==> src/rtl/modseg_pkg.sv <==
// Shared types for the segment-unit scheduler: FSM state encoding, default width, index-width helper.
// Pure declarations; no logic, no latency, no flow control.
package modseg_pkg;

  typedef enum logic [1:0] {
    IDLE  = 2'd0,
    ISSUE = 2'd1,
    WAIT  = 2'd2,
    DONE  = 2'd3
  } state_t;

  localparam int DEF_DATA_W = 32;

  // Index width for n items, never below one bit so single-entry configs still elaborate.
  function automatic int id_w(input int n);
    return (n <= 2) ? 1 : $clog2(n);
  endfunction

endpackage

==> src/rtl/modseg_rr_arbiter.sv <==
// Combinational round-robin picker: first set req bit searching upward from rr_ptr, with wrap.
// Zero latency; no backpressure, the caller decides when to sample the pick.
module modseg_rr_arbiter
  import modseg_pkg::*;
#(
  parameter int NUM_REQ = 4,
  parameter int ID_W    = id_w(NUM_REQ)
) (
  input  logic [NUM_REQ-1:0] req,
  input  logic [ID_W-1:0]    rr_ptr,
  output logic [NUM_REQ-1:0] gnt,
  output logic [ID_W-1:0]    idx,
  output logic               any
);

  int cand;

  always_comb begin
    gnt  = '0;
    idx  = '0;
    any  = 1'b0;
    cand = 0;
    for (int i = 0; i < NUM_REQ; i++) begin
      // rr_ptr never exceeds NUM_REQ-1, so a single subtraction handles the wrap.
      cand = int'(rr_ptr) + i;
      if (cand >= NUM_REQ) cand = cand - NUM_REQ;
      if (!any && req[cand]) begin
        any       = 1'b1;
        idx       = ID_W'(cand);
        gnt[cand] = 1'b1;
      end
    end
  end

endmodule

==> src/rtl/modseg_sched.sv <==
// Round-robin scheduler for one shared segment unit; req-to-valid is 2+L cycles, one transaction in flight,
// later requesters simply wait with req held. Optional WAIT watchdog enabled by SEG_SCHED_TIMEOUT_EN.
module modseg_sched
  import modseg_pkg::*;
#(
  parameter int NUM_REQ     = 4,
  parameter int DATA_W      = DEF_DATA_W,
  parameter int TIMEOUT_CYC = 16,
  localparam int ID_W       = id_w(NUM_REQ)
) (
  input  logic                      clk,
  input  logic                      reset,
  input  logic [NUM_REQ-1:0]        req,
  input  logic [NUM_REQ*DATA_W-1:0] req_data,
  output logic [NUM_REQ-1:0]        grant,
  output logic                      unit_start,
  output logic [DATA_W-1:0]         unit_operand,
  input  logic                      unit_valid,
  input  logic [DATA_W-1:0]         unit_result,
  output logic                      valid,
  output logic [DATA_W-1:0]         result,
  output logic [ID_W-1:0]           result_id,
  output logic                      busy,
  output logic                      timeout_err
);

  // Illegal configurations refer to a module that does not exist, so elaboration stops.
  if (NUM_REQ < 2 || NUM_REQ > 8) begin : g_bad_num_req
    modseg_sched_illegal_num_req u_bad ();
  end
  if (TIMEOUT_CYC < 2) begin : g_bad_timeout
    modseg_sched_illegal_timeout_cyc u_bad ();
  end

  state_t              state;
  logic [ID_W-1:0]     rr_ptr;
  logic [NUM_REQ-1:0]  arb_gnt;
  logic [ID_W-1:0]     arb_idx;
  logic                arb_any;

`ifdef SEG_SCHED_TIMEOUT_EN
  localparam int CNT_W = id_w(TIMEOUT_CYC);
  logic [CNT_W-1:0] wait_cnt;
`endif

  modseg_rr_arbiter #(
    .NUM_REQ (NUM_REQ),
    .ID_W    (ID_W)
  ) u_arb (
    .req    (req),
    .rr_ptr (rr_ptr),
    .gnt    (arb_gnt),
    .idx    (arb_idx),
    .any    (arb_any)
  );

  assign busy = (state != IDLE);

  always_ff @(posedge clk or posedge reset) begin
    if (reset) begin
      state        <= IDLE;
      grant        <= '0;
      unit_start   <= 1'b0;
      unit_operand <= '0;
      valid        <= 1'b0;
      result       <= '0;
      result_id    <= '0;
      rr_ptr       <= '0;
`ifdef SEG_SCHED_TIMEOUT_EN
      timeout_err  <= 1'b0;
      wait_cnt     <= '0;
`endif
    end else begin
      case (state)
        IDLE: begin
          if (arb_any) begin
            grant        <= arb_gnt;
            unit_operand <= req_data[arb_idx*DATA_W +: DATA_W];
            result_id    <= arb_idx;
            unit_start   <= 1'b1;
            state        <= ISSUE;
          end
        end
        ISSUE: begin
          unit_start <= 1'b0;
`ifdef SEG_SCHED_TIMEOUT_EN
          wait_cnt   <= '0;
`endif
          state      <= WAIT;
        end
        WAIT: begin
          if (unit_valid) begin
            result <= unit_result;
            valid  <= 1'b1;
            grant  <= '0;
            state  <= DONE;
          end
`ifdef SEG_SCHED_TIMEOUT_EN
          else if (wait_cnt == CNT_W'(TIMEOUT_CYC - 1)) begin
            result      <= '0;
            valid       <= 1'b1;
            timeout_err <= 1'b1;
            grant       <= '0;
            state       <= DONE;
          end else begin
            wait_cnt <= wait_cnt + 1'b1;
          end
`endif
        end
        DONE: begin
          valid  <= 1'b0;
`ifdef SEG_SCHED_TIMEOUT_EN
          timeout_err <= 1'b0;
`endif
          rr_ptr <= (int'(result_id) == NUM_REQ - 1) ? '0 : result_id + 1'b1;
          state  <= IDLE;
        end
        default: state <= IDLE;
      endcase
    end
  end

`ifndef SEG_SCHED_TIMEOUT_EN
  assign timeout_err = 1'b0;
`endif

endmodule

==> config.mk <==
export PLATFORM = sky130hd
export DESIGN_NAME = modseg_sched
export DESIGN_NICKNAME = d
export VERILOG_FILES = /design/src/rtl/modseg_pkg.sv /design/src/rtl/modseg_rr_arbiter.sv /design/src/rtl/modseg_sched.sv
export SDC_FILE = /design/constraint.sdc
export NUM_CORES = 1
export LEC_CHECK = 0
export CAP_MARGIN = 5
export CORE_ASPECT_RATIO = 0.5
export CORE_MARGIN = 10
export CORE_UTILIZATION = 40
export CTS_CLUSTER_SIZE = 10
export DETAILED_ROUTE_END_ITERATION = 8
export GPL_TIMING_DRIVEN = 0
export PLACE_DENSITY = 0.82
export SYNTH_ARGS = -nofsm -noshare
export SYNTH_HDL_FRONTEND = slang
export SYNTH_SLANG_ARGS = --single-unit
==> constraint.sdc <==
create_clock -name clk -period 3.7 [get_ports clk]
set_input_delay 0.37 -clock clk [delete_from_list [all_inputs] [get_ports clk]]
set_output_delay 0.37 -clock clk [all_outputs]
set_load 0.01 [all_outputs]
== Word level (Yosys, flattened, before mapping) ==
Index checks and enable logic that the tools add are counted.

* Register bits: 76
* Bits of input ports: 167
* Output and inout port bits: 74
* Word-level logic and storage cells: 106

* Add/subtract/negate cells: 8
* Equal/unequal tests: 6
* Reduce and logical (&&, ||, !) cells: 21
* Shifts and indexed selects: 1
* Bitwise operators: 3
* Order comparisons: 12
* Multiplexer cells: 47

{| class="wikitable"
|+ Operators by type and width
! cell !! count
|-
| greater-or-equal comparator 32 x 1 -> 1 bit (second input constant) || 4
|-
| < comparator 32 x 4 -> 1 bit (second input constant) || 4
|-
| 2-to-1 mux 32 bit || 4
|-
| indexed part select 128 x 8 -> 32 bit || 1
|-
| greater-or-equal comparator 32 x 4 -> 1 bit (second input constant) || 3
|-
| subtractor 32 x 4 -> 32 bit (second input constant) || 3
|-
| 2-to-1 mux 4 bit || 6
|-
| 2-to-1 mux 1 bit || 18
|-
| 2-to-1 mux 2 bit || 7
|-
| bitwise OR 4 bit || 3
|-
| AND reduction 2 bit || 5
|-
| binary-select mux 1 bit (select 2 bit) || 4
|-
| demux 1 bit (select 2 bit) || 4
|-
| one-hot mux 2 bit (4 select lines) || 1
|-
| one-hot mux 4 bit (2 select lines) || 1
|-
| nonzero test 2 bit || 4
|-
| logical AND 1 bit || 7
|-
| adder 2 x 2 -> 3 bit (second input constant) || 2
|-
| equality test 2 x 1 -> 1 bit (second input constant) || 2
|-
| equality test 2 bit (second input constant) || 2
|-
| != test 2 bit (second input constant) || 2
|-
| one-hot mux 1 bit (2 select lines) || 2
|-
| subtractor 2 x 3 -> 4 bit (second input constant) || 1
|-
| adder 2 x 1 -> 3 bit (second input constant) || 1
|-
| 5 further kinds || 7
|}

== Logic depth before layout (Yosys ltp) ==
* Depth after elaboration: 17
* Gate-level depth with buffers: 12

== Hierarchy ==
Synthesis repeated with hierarchy kept, for this count alone.

* Cell total of the unflattened synthesis: 353
* Area total of the unflattened synthesis: 4430.5 um^2

{| class="wikitable"
|+ Modules (own cells, without submodules)
! module !! area an instance (um^2) !! cells each !! instances !! sequential area each (um^2)
|-
| modseg_sched || 3970.1 || 305 || 1 || 1901.8
|-
| modseg_rr_arbiter || 460.4 || 48 || 1 || 0.0
|}

== Worst setup path after synthesis ==
OpenSTA, ideal clock, no wires.

* Path kind: register to register
* Start point: register rr_ptr[0]
* End point: register unit_operand[0]
* Arrival time: 3.018 ns
* Path slack: 0.556 ns
* Cell stages (with the launch flop): 11
* Buffers on the path: 3
* Data required time: 3.574 ns
* Path through: dfrtp_1 -> buf_2 -> buf_2 -> inv_1 -> ha_1 -> mux4_2 -> o21a_1 -> nor2_4 -> buf_6 -> mux2_4 -> a221o_1

* Cells in the longest elaborated chain, start to end: 16

{| class="wikitable"
|+ Ends and longest elaborated chain
! what !! RTL line !! text
|-
| from (decl) || modseg_sched.sv:36 || <nowiki>logic [ID_W-1:0] rr_ptr;</nowiki>
|-
| from (signal assigned) || modseg_sched.sv:115 || <nowiki>rr_ptr <= (int'(result_id) == NUM_REQ - 1) ? '0 : result_id + 1'b1;</nowiki>
|-
| parallel branches: the longest is 16 deep, another holds subtractor 32 x 4 -> 32 bit || n/a ||
|-
| to (signal assigned) || modseg_sched.sv:78 || <nowiki>unit_operand <= req_data[arb_idx*DATA_W +: DATA_W];</nowiki>
|-
| to (decl) || modseg_sched.sv:17 || <nowiki>output logic [DATA_W-1:0] unit_operand,</nowiki>
|}

Several ways; the timed one is not identified. The select of a mux whose other input is x is not followed.
A chain may end at the register's enable or synchronous reset.

== Worst setup path after layout ==
* Start point: register rr_ptr[0]
* End point: register unit_operand[11]

The elaborated chain is that of the path after synthesis.

==> key figures <==
Outcome
  – Run status: complete, no violations

Route
  – ANT nets after route: 0
  – DR vias: 4311
  – DR WL/cell: 20.3 um
  – WL final: 16200 um
  – Number of DRC markers in iteration 0: 319
  – Drt pass-1 iters: 5
  – Via/cell ratio: 5.40
  – Drt drc: 0

Timing
  – Minimum clock period after layout: 3500 ps
  – Slew @ Worst Pin: 577 ps
  – Final worst slack: 198 ps
  – Fin. max-slew vios: 0
  – Slew HR: 0.615
  – Fin crit share: 0.947
  – TNS Setup: 0 ps
  – Fmax: 286 MHz
  – RSZ-0062 raised after global routing: no
  – Worst Skew: 4.79 ps
  – Final Hold Fails: 0
  – Final setup fails: 0

Global route
  – Initial antenna violation count: 0
  – Vias in the first global route: 4461
  – Pin count of the biggest net entering global routing: 51
  – Grt total ovfl: 0
  – GRT Total Usage: 0.197
  – First-pass GRT wire length: 25000 um

Clock tree
  – CTS H-tree depth: 3
  – Post_cts resized: 0
  – TritonCTS clock tree: done
  – Clock Latency Late Sink: 330 ps
  – CTS buffer count: 9
  – Postcts setup bufs: 0
  – CTS Hold Bufs: 0
  – Root buffer cell: clkbuf_16
  – Clock slew at reported path FFs: 70 ps
  – Clk sink count: 76
  – Clock buffer depth: 2

Critical path
  – Crit end category: register
  – Reg-to-reg endpoint: unit_operand[11]
  – Critical Path RT: 3910 ps
  – Startpoint types: register
  – CP arrival: 3710 ps
  – Reg-to-reg critical path startpoint: rr_ptr[0]
  – Worst reg2reg path depth: 10
  – Most common cell on crit path: buf_2
  – CP peak stage delay: 630 ps
  – Cell chain of the critical path: buf_2 -> buf_2 -> inv_1 -> ha_1 -> mux4_2 -> o21a_1 -> nor2_4 -> buf_6 -> mux2_4 -> a221o_1
  – R2r setup slk: 200 ps
  – Slowest stage cell, crit path: mux4_2
  – Critical path type: register to register
  – Largest fanout on the critical path: 10

Floorplanning
  – Row count: 27
  – Die Width: 169 um
  – Boundary Pins: 241
  – Initial core utilization: 0.405
  – Core area: 0.0109 mm2
  – Die height: 94.4 um
  – Die ar.: 0.0159 mm2

Yosys
  – Synth warn: 0
  – Syn nets: 576
  – Seq/Total Area, Yosys: 0.430
  – Post-synth EDFFs: 0
  – Ys flop type: dfrtp_1
  – Number of synthesized register bits: 76
  – Mapped Area: 0.00442 mm2
  – Asr flop ratio synth: 1.00
  – Distinct cell type count after synthesis: 37
  – Syn avg cell area: 11.1 um2
  – Synth Instances: 398

Place
  – IO buf count: 238
  – GPL Wtd Cong: 0.876
  – Place WS: 215 ps
  – Hpwl dp: 12900 um

Power
  – Sequential power share: 0.241
  – NetSw: 2.42 mW
  – Peak supply drop: 347 uV
  – Clk pwr share: 0.136
  – Combinational cell fraction of total power: 0.623
  – Design Power: 6.20 mW
  – Int Power: 3.78 mW
  – Power density over cell area: 848 mW/mm2
  – Static leakage: 3.04 nW
  – Sw Share: 0.390

Hold path
  – Hold Path Class: input port to async pin

Final layout
  – Area grow syn2layout: 65.2%
  – Final net count: 826
  – Commonest non-fill, non-tap cells in the layout: clkdlybuf4s50_1, dfrtp_1, o21ai_0, mux2_2, a21oi_1
  – Antenna cells: 0
  – Fill count: 863
  – Most common cell after layout, fill and taps aside: clkdlybuf4s50_1
  – Share of cells above drive strength 1: 0.162

Run
  – Maxcap violations: 0
[final cells by class]
cell class	count	area, um2	area share
Tap cell	145	181	0.0248
Clock inverter	7	58.8	0.00805
Buffer	34	175	0.0240
Timing Repair Buffer	239	2410	0.330
Sequential cell	76	1900	0.260
Clock buffer	9	225	0.0308
Inverter	9	36.3	0.00496
Multi-Input combinational cell	279	2320	0.317
[cell families after synthesis]
| group | after synthesis | share of synthesized area |
|---|---|---|
| AO/OA/AOI/OAI | 131 | 0.199 |
| flip-flops | 76 | 0.430 |
| multiplexers | 71 | 0.216 |
| AND/OR/NAND/NOR | 65 | 0.0764 |
| buffers and inverters | 43 | 0.0472 |
| adder cells (fa/ha/maj) | 11 | 0.0311 |
| other | 1 | 0.000848 |
[power groups by stage]
stage               registers [mW]  clock network, mW  logic, mW
floorplan                     1.66                  0       2.14
global placement              1.48                  0       3.77
detailed placement            1.51                  0       3.86
CTS                           1.50              0.859       3.87
global route                  1.55              0.901       4.18
finish                        1.50              0.842       3.86
[cells in the mapped netlist, types with 8 or more instances]
master | count | share of area
o21ai_0 | 42 | 0.048
dfrtp_1 | 76 | 0.43
ha_1 | 11 | 0.031
a21oi_1 | 36 | 0.041
clkbuf_1 | 17 | 0.014
mux2_2 | 35 | 0.089
inv_1 | 9 | 0.0076
nand2_1 | 8 | 0.0068
buf_2 | 8 | 0.0091
nand3_1 | 33 | 0.037
a221o_1 | 33 | 0.075
mux2_4 | 30 | 0.10
[metrics by stage]
stage / hold WS [ps] / util / instances / cell area (um2)
final: 363 / 0.670 / 798 / 7310
after global routing: 383 / 0.670 / 798 / 7310
after CTS: 373 / 0.669 / 798 / 7300
after detailed placement: 491 / 0.643 / 782 / 7020
after global placement: 486 / 0.640 / 781 / 6990
after floorplan: 521 / - / 398 / 4420
[worst max-delay path, delay by kind of cell (launching register included)]
kind | cells | cell delay (ps)
AO/OA/AOI/OAI | 2 | 620
AND/OR/NAND/NOR | 1 | 240
multiplexers | 2 | 950
buffers and inverters | 4 | 780
flip-flops | 1 | 390
adder cells (fa/ha/maj) | 1 | 400
[flip-flops by register name, summed over array words and instances, names as in the netlist]
name          cells
state             2
result           32
rr_ptr            2
grant             4
result_id         2
unit_operand     32
valid             1
unit_start        1
[worst max-delay path by stage]
stage | startpoint | to | slack (ps)
2_1_floorplan | rr_ptr[0] | unit_operand[0] | 560
6_report | rr_ptr[0] | unit_operand[11] | 200
5_1_grt | rr_ptr[0] | unit_operand[10] | 20
3_5_place_dp | rr_ptr[0] | unit_operand[8] | 220
3_3_place_gp | reset | unit_operand[22] | 40
4_1_cts | rr_ptr[0] | unit_operand[8] | 200
[per-layer routing]
metal  wire (um)  up-vias  GRT usage  part of all wire
li1            -     2002          -                 -
met1        6240     2105      0.231              0.38
met2        8430      177      0.349              0.52
met3        1120       27     0.0576             0.069
met4         447        0     0.0548             0.028
met5           0        -          0                 0
(Power assumes the default switching activity.)
